`src/rtl/timer_periph.sv`:
```
// Memory-mapped 32-bit timer with a 16-bit prescaler, compare match, optional
// auto-reload and a level interrupt. Eight word registers in a 32-byte window.
module timer_periph #(
  parameter logic [31:0] BASE_ADDR = 32'h1000_0000
) (
  input  logic        clk,
  input  logic        rst,
  input  logic        ce,
  input  logic        we,
  input  logic [31:0] addr,
  input  logic [3:0]  sel,
  input  logic [31:0] wData,
  output logic [31:0] rData,
  output logic        irq
);

  localparam logic [2:0] REG_CTRL     = 3'd0;
  localparam logic [2:0] REG_COUNT    = 3'd1;
  localparam logic [2:0] REG_COMPARE  = 3'd2;
  localparam logic [2:0] REG_STATUS   = 3'd3;
  localparam logic [2:0] REG_PRESCALE = 3'd4;

  // CTRL bit positions: EN, AUTO_RELOAD, IRQ_EN
  localparam int CTRL_EN   = 0;
  localparam int CTRL_AUTO = 1;
  localparam int CTRL_IRQ  = 2;

  logic [2:0]  ctrl_q, ctrl_d;
  logic [31:0] count_q, count_d;
  logic [31:0] compare_q, compare_d;
  logic        match_q, match_d;
  logic [15:0] prescale_q, prescale_d;
  logic [15:0] pc_q, pc_d;

  logic        hit, wr, rd, tick, match_ev;
  logic [2:0]  idx;
  logic        unused_addr;

  function automatic logic [31:0] merge_bytes(input logic [31:0] old_v,
                                              input logic [31:0] new_v,
                                              input logic [3:0]  lanes);
    logic [31:0] res;
    res = old_v;
    for (int i = 0; i < 4; i++)
      if (lanes[i]) res[8*i +: 8] = new_v[8*i +: 8];
    return res;
  endfunction

  assign hit         = ce & (addr[31:5] == BASE_ADDR[31:5]);
  assign idx         = addr[4:2];
  assign wr          = hit & we;
  assign rd          = hit & ~we;
  assign unused_addr = ^addr[1:0];

  assign tick     = ctrl_q[CTRL_EN] & (pc_q == prescale_q);
  assign match_ev = tick & (count_q == compare_q);

  // NOTE: every variable gets its hold value before any branch, so no path
  // through this block leaves one unassigned and no latch is inferred.
  always_comb begin
    ctrl_d     = ctrl_q;
    compare_d  = compare_q;
    prescale_d = prescale_q;
    match_d    = match_q;
    pc_d       = (ctrl_q[CTRL_EN] && !tick) ? pc_q + 16'd1 : 16'd0;
    count_d    = count_q;
    if (tick)
      count_d = (match_ev && ctrl_q[CTRL_AUTO]) ? 32'd0 : count_q + 32'd1;

    // CPU writes are applied on top of the tick result so written bytes win.
    if (wr) begin
      case (idx)
        REG_CTRL:     if (sel[0]) ctrl_d = wData[2:0];
        REG_COUNT:    count_d = merge_bytes(count_d, wData, sel);
        REG_COMPARE:  compare_d = merge_bytes(compare_q, wData, sel);
        REG_STATUS:   if (sel[0] && wData[0]) match_d = 1'b0;
        REG_PRESCALE: begin
          if (sel[0]) prescale_d[7:0]  = wData[7:0];
          if (sel[1]) prescale_d[15:8] = wData[15:8];
        end
        default: ;
      endcase
    end

    if (match_ev) match_d = 1'b1;
  end

  // NOTE: state registers use non-blocking assignments so every flop samples
  // the pre-edge values, independent of block ordering.
  always_ff @(posedge clk or negedge rst) begin
    if (!rst) begin
      ctrl_q     <= '0;
      count_q    <= '0;
      compare_q  <= 32'hFFFF_FFFF;
      match_q    <= 1'b0;
      prescale_q <= '0;
      pc_q       <= '0;
    end else begin
      ctrl_q     <= ctrl_d;
      count_q    <= count_d;
      compare_q  <= compare_d;
      match_q    <= match_d;
      prescale_q <= prescale_d;
      pc_q       <= pc_d;
    end
  end

  always_comb begin
    rData = 32'h0;
    if (rd) begin
      case (idx)
        REG_CTRL:     rData = {29'h0, ctrl_q};
        REG_COUNT:    rData = count_q;
        REG_COMPARE:  rData = compare_q;
        REG_STATUS:   rData = {31'h0, match_q};
        REG_PRESCALE: rData = {16'h0, prescale_q};
        default:      rData = 32'h0;
      endcase
    end
  end

  assign irq = match_q & ctrl_q[CTRL_IRQ];

endmodule

```
`config.mk`:
```
export PLATFORM = sky130hd
export DESIGN_NAME = timer_periph
export DESIGN_NICKNAME = d
export VERILOG_FILES = /design/src/rtl/timer_periph.sv
export SDC_FILE = /design/constraint.sdc
export NUM_CORES = 1
export LEC_CHECK = 0
export ABC_AREA = 1
export CELL_PAD_IN_SITES_DETAIL_PLACEMENT = 0
export CELL_PAD_IN_SITES_GLOBAL_PLACEMENT = 1
export CORE_ASPECT_RATIO = 1.1
export CORE_MARGIN = 2
export CORE_UTILIZATION = 42
export DETAILED_ROUTE_END_ITERATION = 10
export HOLD_SLACK_MARGIN = 0.1
export PLACE_DENSITY_LB_ADDON = 0.2
export SLEW_MARGIN = 20
export SYNTH_ARGS = -nofsm -noshare
export SYNTH_HDL_FRONTEND = slang
export SYNTH_SLANG_ARGS = --single-unit
```
`constraint.sdc`:
```
create_clock -name clk -period 4.26 [get_ports clk]
set_clock_uncertainty 0.2 [all_clocks]
set_input_delay 1.065 -clock clk [delete_from_list [all_inputs] [get_ports clk]]
set_output_delay 1.065 -clock clk [all_outputs]
set_load 0.01 [all_outputs]
```
==> results of run 1 <==
==> tightest hold or removal path, delay by kind of cell, from the launching register on <==
kind            cells  cell delay (ns)
compound gates      1             0.05
flops               1             0.38
simple gates        1             0.06
==> routing by layer <==
metal,wire (um),vias to the layer above,track usage
met5,0,-,0
met4,434,0,0.0875
met3,585,28,0.0265
met2,8950,118,0.400
met1,7920,2829,0.290
li1,-,3188,-
==> metrics by stage <==
step | cell area, um2 | total power [W] | setup WS, ns | setup TNS [ns]
3_3_place_gp | 7670 | 0.00110 | -0.158 | -3.09
4_1_cts | 7940 | 0.00195 | 0.120 | 0
5_1_grt | 8010 | 0.00200 | -0.0170 | -0.0337
6_report | 8010 | 0.00193 | 0.154 | 0
3_5_place_dp | 7670 | 0.00110 | -0.179 | -3.56
2_1_floorplan | 6390 | 0.000994 | 0.736 | 0
==> layout by cell type (no fill, tap or decap), types with 14 or more instances in the layout <==
| master | instances |
|---|---|
| a21oi_1 | 24 |
| buf_4 | 18 |
| clkdlybuf4s50_1 | 69 |
| dfrtp_1 | 68 |
| dfstp_2 | 32 |
| dlygate4sd2_1 | 28 |
| inv_1 | 106 |
| nand2_1 | 298 |
| nand3_1 | 47 |
| nand4_1 | 28 |
| nor2_1 | 88 |
| nor3_1 | 14 |
| o21ai_0 | 24 |
| o21ai_1 | 45 |
| xor2_1 | 36 |
==> cell type report <==
type,count,area (um2)
inverter,120,450
sequential,100,2540
multi-input combinational,680,3350
clock inverter,4,50.0
clock buffer,12,246
timing repair buffer,120,1130
fill,1546,6920
tap,196,245
==> state kept, by name, indices dropped and copies added, names as in the netlist <==
signal,flops
count_q,32
match_q,1
prescale_q,16
compare_q,32
pc_q,16
ctrl_q,3
==> how the worst max path moves through the flow <==
stage | slack (ns) | depth (start not counted) | from | end
floorplan | 0.74 | 6 | addr[30] | rData[14]
global placement | -0.16 | 8 | addr[30] | rData[10]
detailed placement | -0.18 | 8 | addr[26] | rData[11]
CTS | 0.12 | 8 | addr[30] | rData[11]
global route | -0.02 | 8 | addr[14] | rData[11]
finish | 0.15 | 8 | addr[14] | rData[9]
==> logic make-up after synthesis <==
group	share of synthesized area
buffers and inverters	0.0905
adder cells (fa/ha/maj)	0.00392
flip-flops	0.398
XOR/XNOR	0.0590
AND/OR/NAND/NOR	0.344
AO/OA/AOI/OAI	0.105
==> power breakdown <==
part | leakage [nW] | switching (W) | total (W) | internal, W
Combinational | 2.13 | 0.0000666 | 0.000137 | 0.0000701
Clock | 0.139 | 0.000371 | 0.000842 | 0.000471
Sequential | 1.27 | 0.0000000000156 | 0.000951 | 0.000951
==> timing repair <==
item                       CTS  global route
setup buffers                1             0
setup endpoints to repair   32            15
gates resized for setup     33            17
==> results.py, run 1 <==
metrics = {
    "finish": {
        "syn2layout_area_growth_pct": 25.5,
        "final_util": 0.537,
        "drive_above_1_share": 0.106,
        "fin_cells": 1232,
        "diodes": 0,
        "layout.nets": 1105,
    },
    "clock_tree": {
        "clk_pin_slew_ns": 0.07,
        "htree_num_levels": 3,
        "numCtsBuffers": 9,
        "cts_max_path_buffers": 2,
        "ctsHoldBuffers": 0,
        "clock_latency_ns": 0.36,
        "cts_tree": "done",
        "cts_root_buffer": "clkbuf_16",
        "cts_sinks": 100,
    },
    "placement": {
        "placedCellCount": 1215,
        "portBuffers": 102,
        "place_hpwl_um": 13700,
        "routabilityCongestion": 0.904,
    },
    "critical_path": {
        "crit_buf_inv": 3,
        "rr_endpoint": "count_q[21]",
        "crit_fanout": 16,
        "end_kind": "output pin",
        "cp_slowest_cell": "clkdlybuf4s50_1",
        "r2r_cells": 13,
        "critical_path_class": "in -> out",
        "r2r_slack_ns": 1.65,
        "cp_top_family": "buffers and inverters",
        "crit_chain": "clkdlybuf4s50_1, nor4_2, nand3_1, nor2_2, nand2_1, buf_4, a31oi_2, dlygate4sd2_1",
        "rr_startpoint": "pc_q[5]",
        "cp_data_arrival_time_ns": 2.84,
        "critical_path.startpoint_type": "input port",
        "worstPathRequired_ns": 2.99,
        "critPathMaxStageDelay_ns": 0.44,
    },
    "drt": {
        "wl_per_cell_um": 14.5,
        "route.detailed.drc": 0,
        "dr.pass1.iters": 5,
        "drtIter0Drc": 328,
        "antenna_left": 0,
        "via_count": 6163,
        "drt-total-wl_um": 17900,
        "viasPerCell": 5.00,
    },
    "grt": {
        "grt_max_degree": 47,
        "grt_pass1_wl_um": 29300,
        "grt_pass1_vias": 5846,
        "antenna_found_initial": 0,
        "overflow": 0,
        "grtUsageTotal": 0.229,
    },
    "min_path": {
        "hold_start": "compare_q[10]",
        "worstHoldPathCells": 2,
        "hold_class": "reg -> reg",
        "holdPathEnd": "compare_q[10]",
    },
    "synth": {
        "synthArstFlopShare": 1.00,
        "yosys_warnings": 0,
        "syn_area_um2": 6390,
        "avgSynthCellArea_um2": 6.88,
        "syn_nets": 1003,
        "synth_cell_types": 35,
        "synth_cells": 929,
        "yosysTopAreaCellShare": 0.266,
        "ys_seq_area_frac": 0.398,
        "synth_most_common_cell": "nand2_1",
        "synth-edff-count": 0,
        "synth_top_cells_by_area": "dfrtp_1 27%, nand2_1 18%, dfstp_2 13%, inv_1 6.2%, nor2_1 5.2%",
        "ys_seq_elements": 100,
        "synth-main-ff-cell": "dfrtp_1",
        "synth_commonest_cells": "298 x nand2_1, 106 x inv_1, 89 x nor2_1, 68 x dfrtp_1, 47 x nand3_1",
        "yosysTopAreaCell": "dfrtp_1",
    },
    "floorplanning": {
        "dieArea_um2": 16200,
        "initial_core_util": 0.428,
        "core_um2": 14900,
        "rows": 47,
        "pin_count": 105,
        "die_h_um": 133,
        "die_width_um": 122,
    },
    "timing": {
        "fin_crit_sh": 0.964,
        "hold_ws_ns": 0.290,
        "finalSetupViolations": 0,
        "fmax_mhz": 244,
        "maxSlewViolCount": 0,
        "period_minus_slack_ns": 4.11,
        "rsz0062_at_grt": "true",
        "tightest_slew_ns": 0.708,
        "hold_violations": 0,
        "relSlewSlack": 0.526,
    },
    "power": {
        "vdd_drop_max_uv": 197,
        "powerDensity_nw_per_um2": 241,
        "p_leak_nw": 3.54,
    },
    "outcome": {
        "outcome": "finished clean",
    },
    "job": {
        "maxCapViolCount": 0,
    },
}
No activity file was read; power rests on OpenSTA's default activity.
==> run 2: changes to the inputs <==
--- a/config.mk
+++ b/config.mk
@@ -5,14 +5,14 @@
 export SDC_FILE = /design/constraint.sdc
 export NUM_CORES = 1
 export LEC_CHECK = 0
-export ABC_AREA = 1
 export CELL_PAD_IN_SITES_DETAIL_PLACEMENT = 0
 export CELL_PAD_IN_SITES_GLOBAL_PLACEMENT = 1
 export CORE_ASPECT_RATIO = 1.1
-export CORE_MARGIN = 2
-export CORE_UTILIZATION = 42
+export CORE_MARGIN = 1
+export CORE_UTILIZATION = 44
 export DETAILED_ROUTE_END_ITERATION = 10
 export HOLD_SLACK_MARGIN = 0.1
+export MAX_ROUTING_LAYER = met4
 export PLACE_DENSITY_LB_ADDON = 0.2
 export SLEW_MARGIN = 20
 export SYNTH_ARGS = -nofsm -noshare
==> run 2 against run 1 <==
Cell count is 25% lower; critical path depth did not move; register-to-register slack worse by 0.06 ns; hold slack better by 0.010 ns; count of clock-buffer cells in the layout fell by 2; combinational power hardly changed; global-route usage increased by 3.5 points; synthesized cell count decreased by 30%; sequential share of layout area grew 1.4 points; non-clock buffer count rose by 1; highest routed layer unchanged; area after synthesis is 4.5% lower; cell area decreased by 4.2%.
==> results.py, run 2 <==
metrics = {
    "timing": {
        "fmax_mhz": 243,
        "finalSetupTns_ns": 0,
        "maxSlewViolCount": 0,
        "finalSetupViolations": 0,
        "period_minus_slack_ns": 4.11,
        "fin_ws_ns": 0.148,
        "hold_violations": 0,
        "tightest_slew_ns": 0.884,
        "relSlewSlack": 0.410,
        "fin_crit_sh": 0.965,
    },
    "synth": {
        "synth_cells": 648,
        "ys_seq_elements": 100,
        "avgSynthCellArea_um2": 9.41,
        "yosysTopAreaCellShare": 0.279,
        "synth_commonest_cells": "72 x nor2_1, 68 x dfrtp_1, 67 x xnor2_1, 42 x nand2_1",
        "synth-edff-count": 0,
        "syn_nets": 722,
        "yosysTopAreaCell": "dfrtp_1",
        "synth_most_common_cell": "nor2_1",
        "synth_top_cells_by_area": "dfrtp_1 28%, dfstp_2 14%, xnor2_1 9.6%, mux2_2 5.9%, nor2_1 4.4%",
        "syn_area_um2": 6100,
        "synthArstFlopShare": 1.00,
        "synth_cell_types": 46,
        "yosys_warnings": 0,
        "ys_seq_area_frac": 0.417,
        "synth-main-ff-cell": "dfrtp_1",
    },
    "finish": {
        "finalInstanceArea_um2": 7670,
        "layout_commonest_cell": "nor2_1",
        "ff_latch_area_um2": 2540,
        "largestRegisters": "compare_q x32, count_q x32",
        "final_cell_mix": "70 x nor2_1, 69 x clkdlybuf4s50_1, 68 x dfrtp_1",
        "layout.nets": 814,
        "drive_above_1_share": 0.181,
        "multi_input_area_um2": 3280,
        "diodes": 0,
        "fillers": 1210,
        "syn2layout_area_growth_pct": 25.8,
    },
    "grt": {
        "overflow": 0,
        "antenna_found_initial": 0,
        "grt_max_degree": 66,
        "grt_pass1_vias": 5312,
        "grtUsageTotal": 0.265,
        "grt_pass1_wl_um": 28100,
    },
    "drt": {
        "antenna_left": 0,
        "viasPerCell": 5.60,
        "wl_per_cell_um": 18.7,
        "met1_length_um": 7540,
        "drtIter0Drc": 341,
        "wl_met2_um": 8770,
        "via_count": 5206,
        "route.detailed.drc": 0,
        "met3WireLength_um": 701,
        "drt-total-wl_um": 17400,
        "dr.pass1.iters": 5,
        "routed.top_layer": "met4",
    },
    "floorplanning": {
        "dieArea_um2": 14300,
        "core_um2": 13400,
        "die_h_um": 125,
        "rows": 44,
        "die_width_um": 114,
        "pin_count": 105,
        "initial_core_util": 0.456,
    },
    "clock_tree": {
        "cts_max_path_buffers": 2,
        "numCtsBuffers": 9,
        "cts_root_buffer": "clkbuf_16",
        "clk_pin_slew_ns": 0.07,
        "cts_tree": "done",
        "htree_num_levels": 3,
        "clock_latency_ns": 0.36,
        "cts_sinks": 100,
    },
    "critical_path": {
        "r2r_cells": 6,
        "r2r_slack_ns": 1.59,
        "end_kind": "output pin",
        "crit_fanout": 9,
        "worstPathRequired_ns": 2.99,
        "rr_startpoint": "count_q[18]",
        "rr_endpoint": "count_q[9]",
        "critical_path.startpoint_type": "input port",
        "critical_path_class": "in -> out",
        "cp-startpoint": "addr[14]",
        "cp_data_arrival_time_ns": 2.85,
    },
    "outcome": {
        "outcome": "finished clean",
    },
    "power": {
        "pwr-share-clk": 0.436,
        "p_switching_w": 0.000438,
        "finalPower_w": 0.00193,
        "internal-power_w": 0.00149,
        "switching_share": 0.227,
        "p_leak_nw": 3.22,
        "powerDensity_nw_per_um2": 252,
        "combPwrFrac": 0.071,
        "vdd_drop_max_uv": 247,
        "seqPwrFrac": 0.492,
    },
    "min_path": {
        "holdPathEnd": "compare_q[12]",
        "hold_class": "reg -> reg",
        "worstHoldPathCells": 2,
        "hold_start": "compare_q[12]",
    },
    "placement": {
        "dp_slack_ns": -0.208,
        "routabilityCongestion": 0.859,
        "place_hpwl_um": 12700,
        "dpl_cell_area_um2": 7310,
        "portBuffers": 102,
    },
    "job": {
        "maxCapViolCount": 0,
    },
}
run 2: changes by cell type after synthesis, sizes merged, moves of 8 or more:
cell	previous run	this run
xnor2	7	67
and3	0	8
nand2	303	43
mux2	0	35
nor2	98	72
nor4	14	28
nand4	28	19
a22oi	0	29
nand3	49	31
inv	118	27
xor2	36	21
a31oi	14	2
o21ai	69	33
o22ai	7	16
run 2: final cells by class:
class                           instances  share of cell area
Clock inverter                          6             0.00831
Inverter                               27              0.0132
Tap cell                              184              0.0300
Sequential cell                       100               0.331
Multi-Input combinational cell        481               0.427
Timing Repair Buffer                  121               0.159
Clock buffer                           10              0.0311
run 2: metrics by stage:
step                       util  std cells  hold slack [ns]
after global placement    0.546        912            0.286
final                     0.574        929            0.300
after detailed placement  0.546        912            0.296
after global routing      0.574        929            0.322
after floorplan               -        648            0.275
after CTS                 0.569        929            0.305
run 2: critical path, stage by stage:
cell and delay [ns]:
clkdlybuf4s50_1 0.41, nor4b_2 0.28, nand4_1 0.20, nor2_2 0.15
nand3_2 0.11, buf_4 0.19, nor2_1 0.15, dlygate4sd2_1 0.29
run 2: routing by layer:
layer	vias up	GRT usage
li1	2469	-
met5	-	-
met4	0	0.0879
met3	31	0.0490
met1	2563	0.326
met2	143	0.436
run 2: how the worst max path moves through the flow:
stage | end | slack [ns] | cells after the start
floorplan | rData[21] | 0.50 | 8
global placement | rData[30] | -0.17 | 8
detailed placement | rData[12] | -0.21 | 8
CTS | rData[27] | -0.11 | 8
global route | rData[6] | -0.04 | 8
finish | rData[7] | 0.15 | 8
run 2: timing repair:
action                                  CTS  global route
endpoints found under the setup margin   32            32
hold buffers                              0             0
buffers inserted                          1             0
gates resized for setup                  21            22
pin swaps                                 1             2
run 2: cell families (layout without fill, tap and decap cells):
group	after synthesis	count (layout)	share of synthesized area
compound gates	110	110	0.111
mux	39	39	0.0712
xor+xnor	88	88	0.126
flops	100	100	0.417
fa+ha+maj	2	2	0.00410
buf+inv	67	164	0.0515
simple gates	242	242	0.219
run 2: power groups by stage:
stage	combinational [W]	sequential, W	clock (W)
floorplan	0.0000248	0.000968	0
finish	0.000138	0.000951	0.000842
detailed placement	0.000136	0.000968	0
global route	0.000149	0.000950	0.000893
global placement	0.000134	0.000968	0
CTS	0.000137	0.000950	0.000861
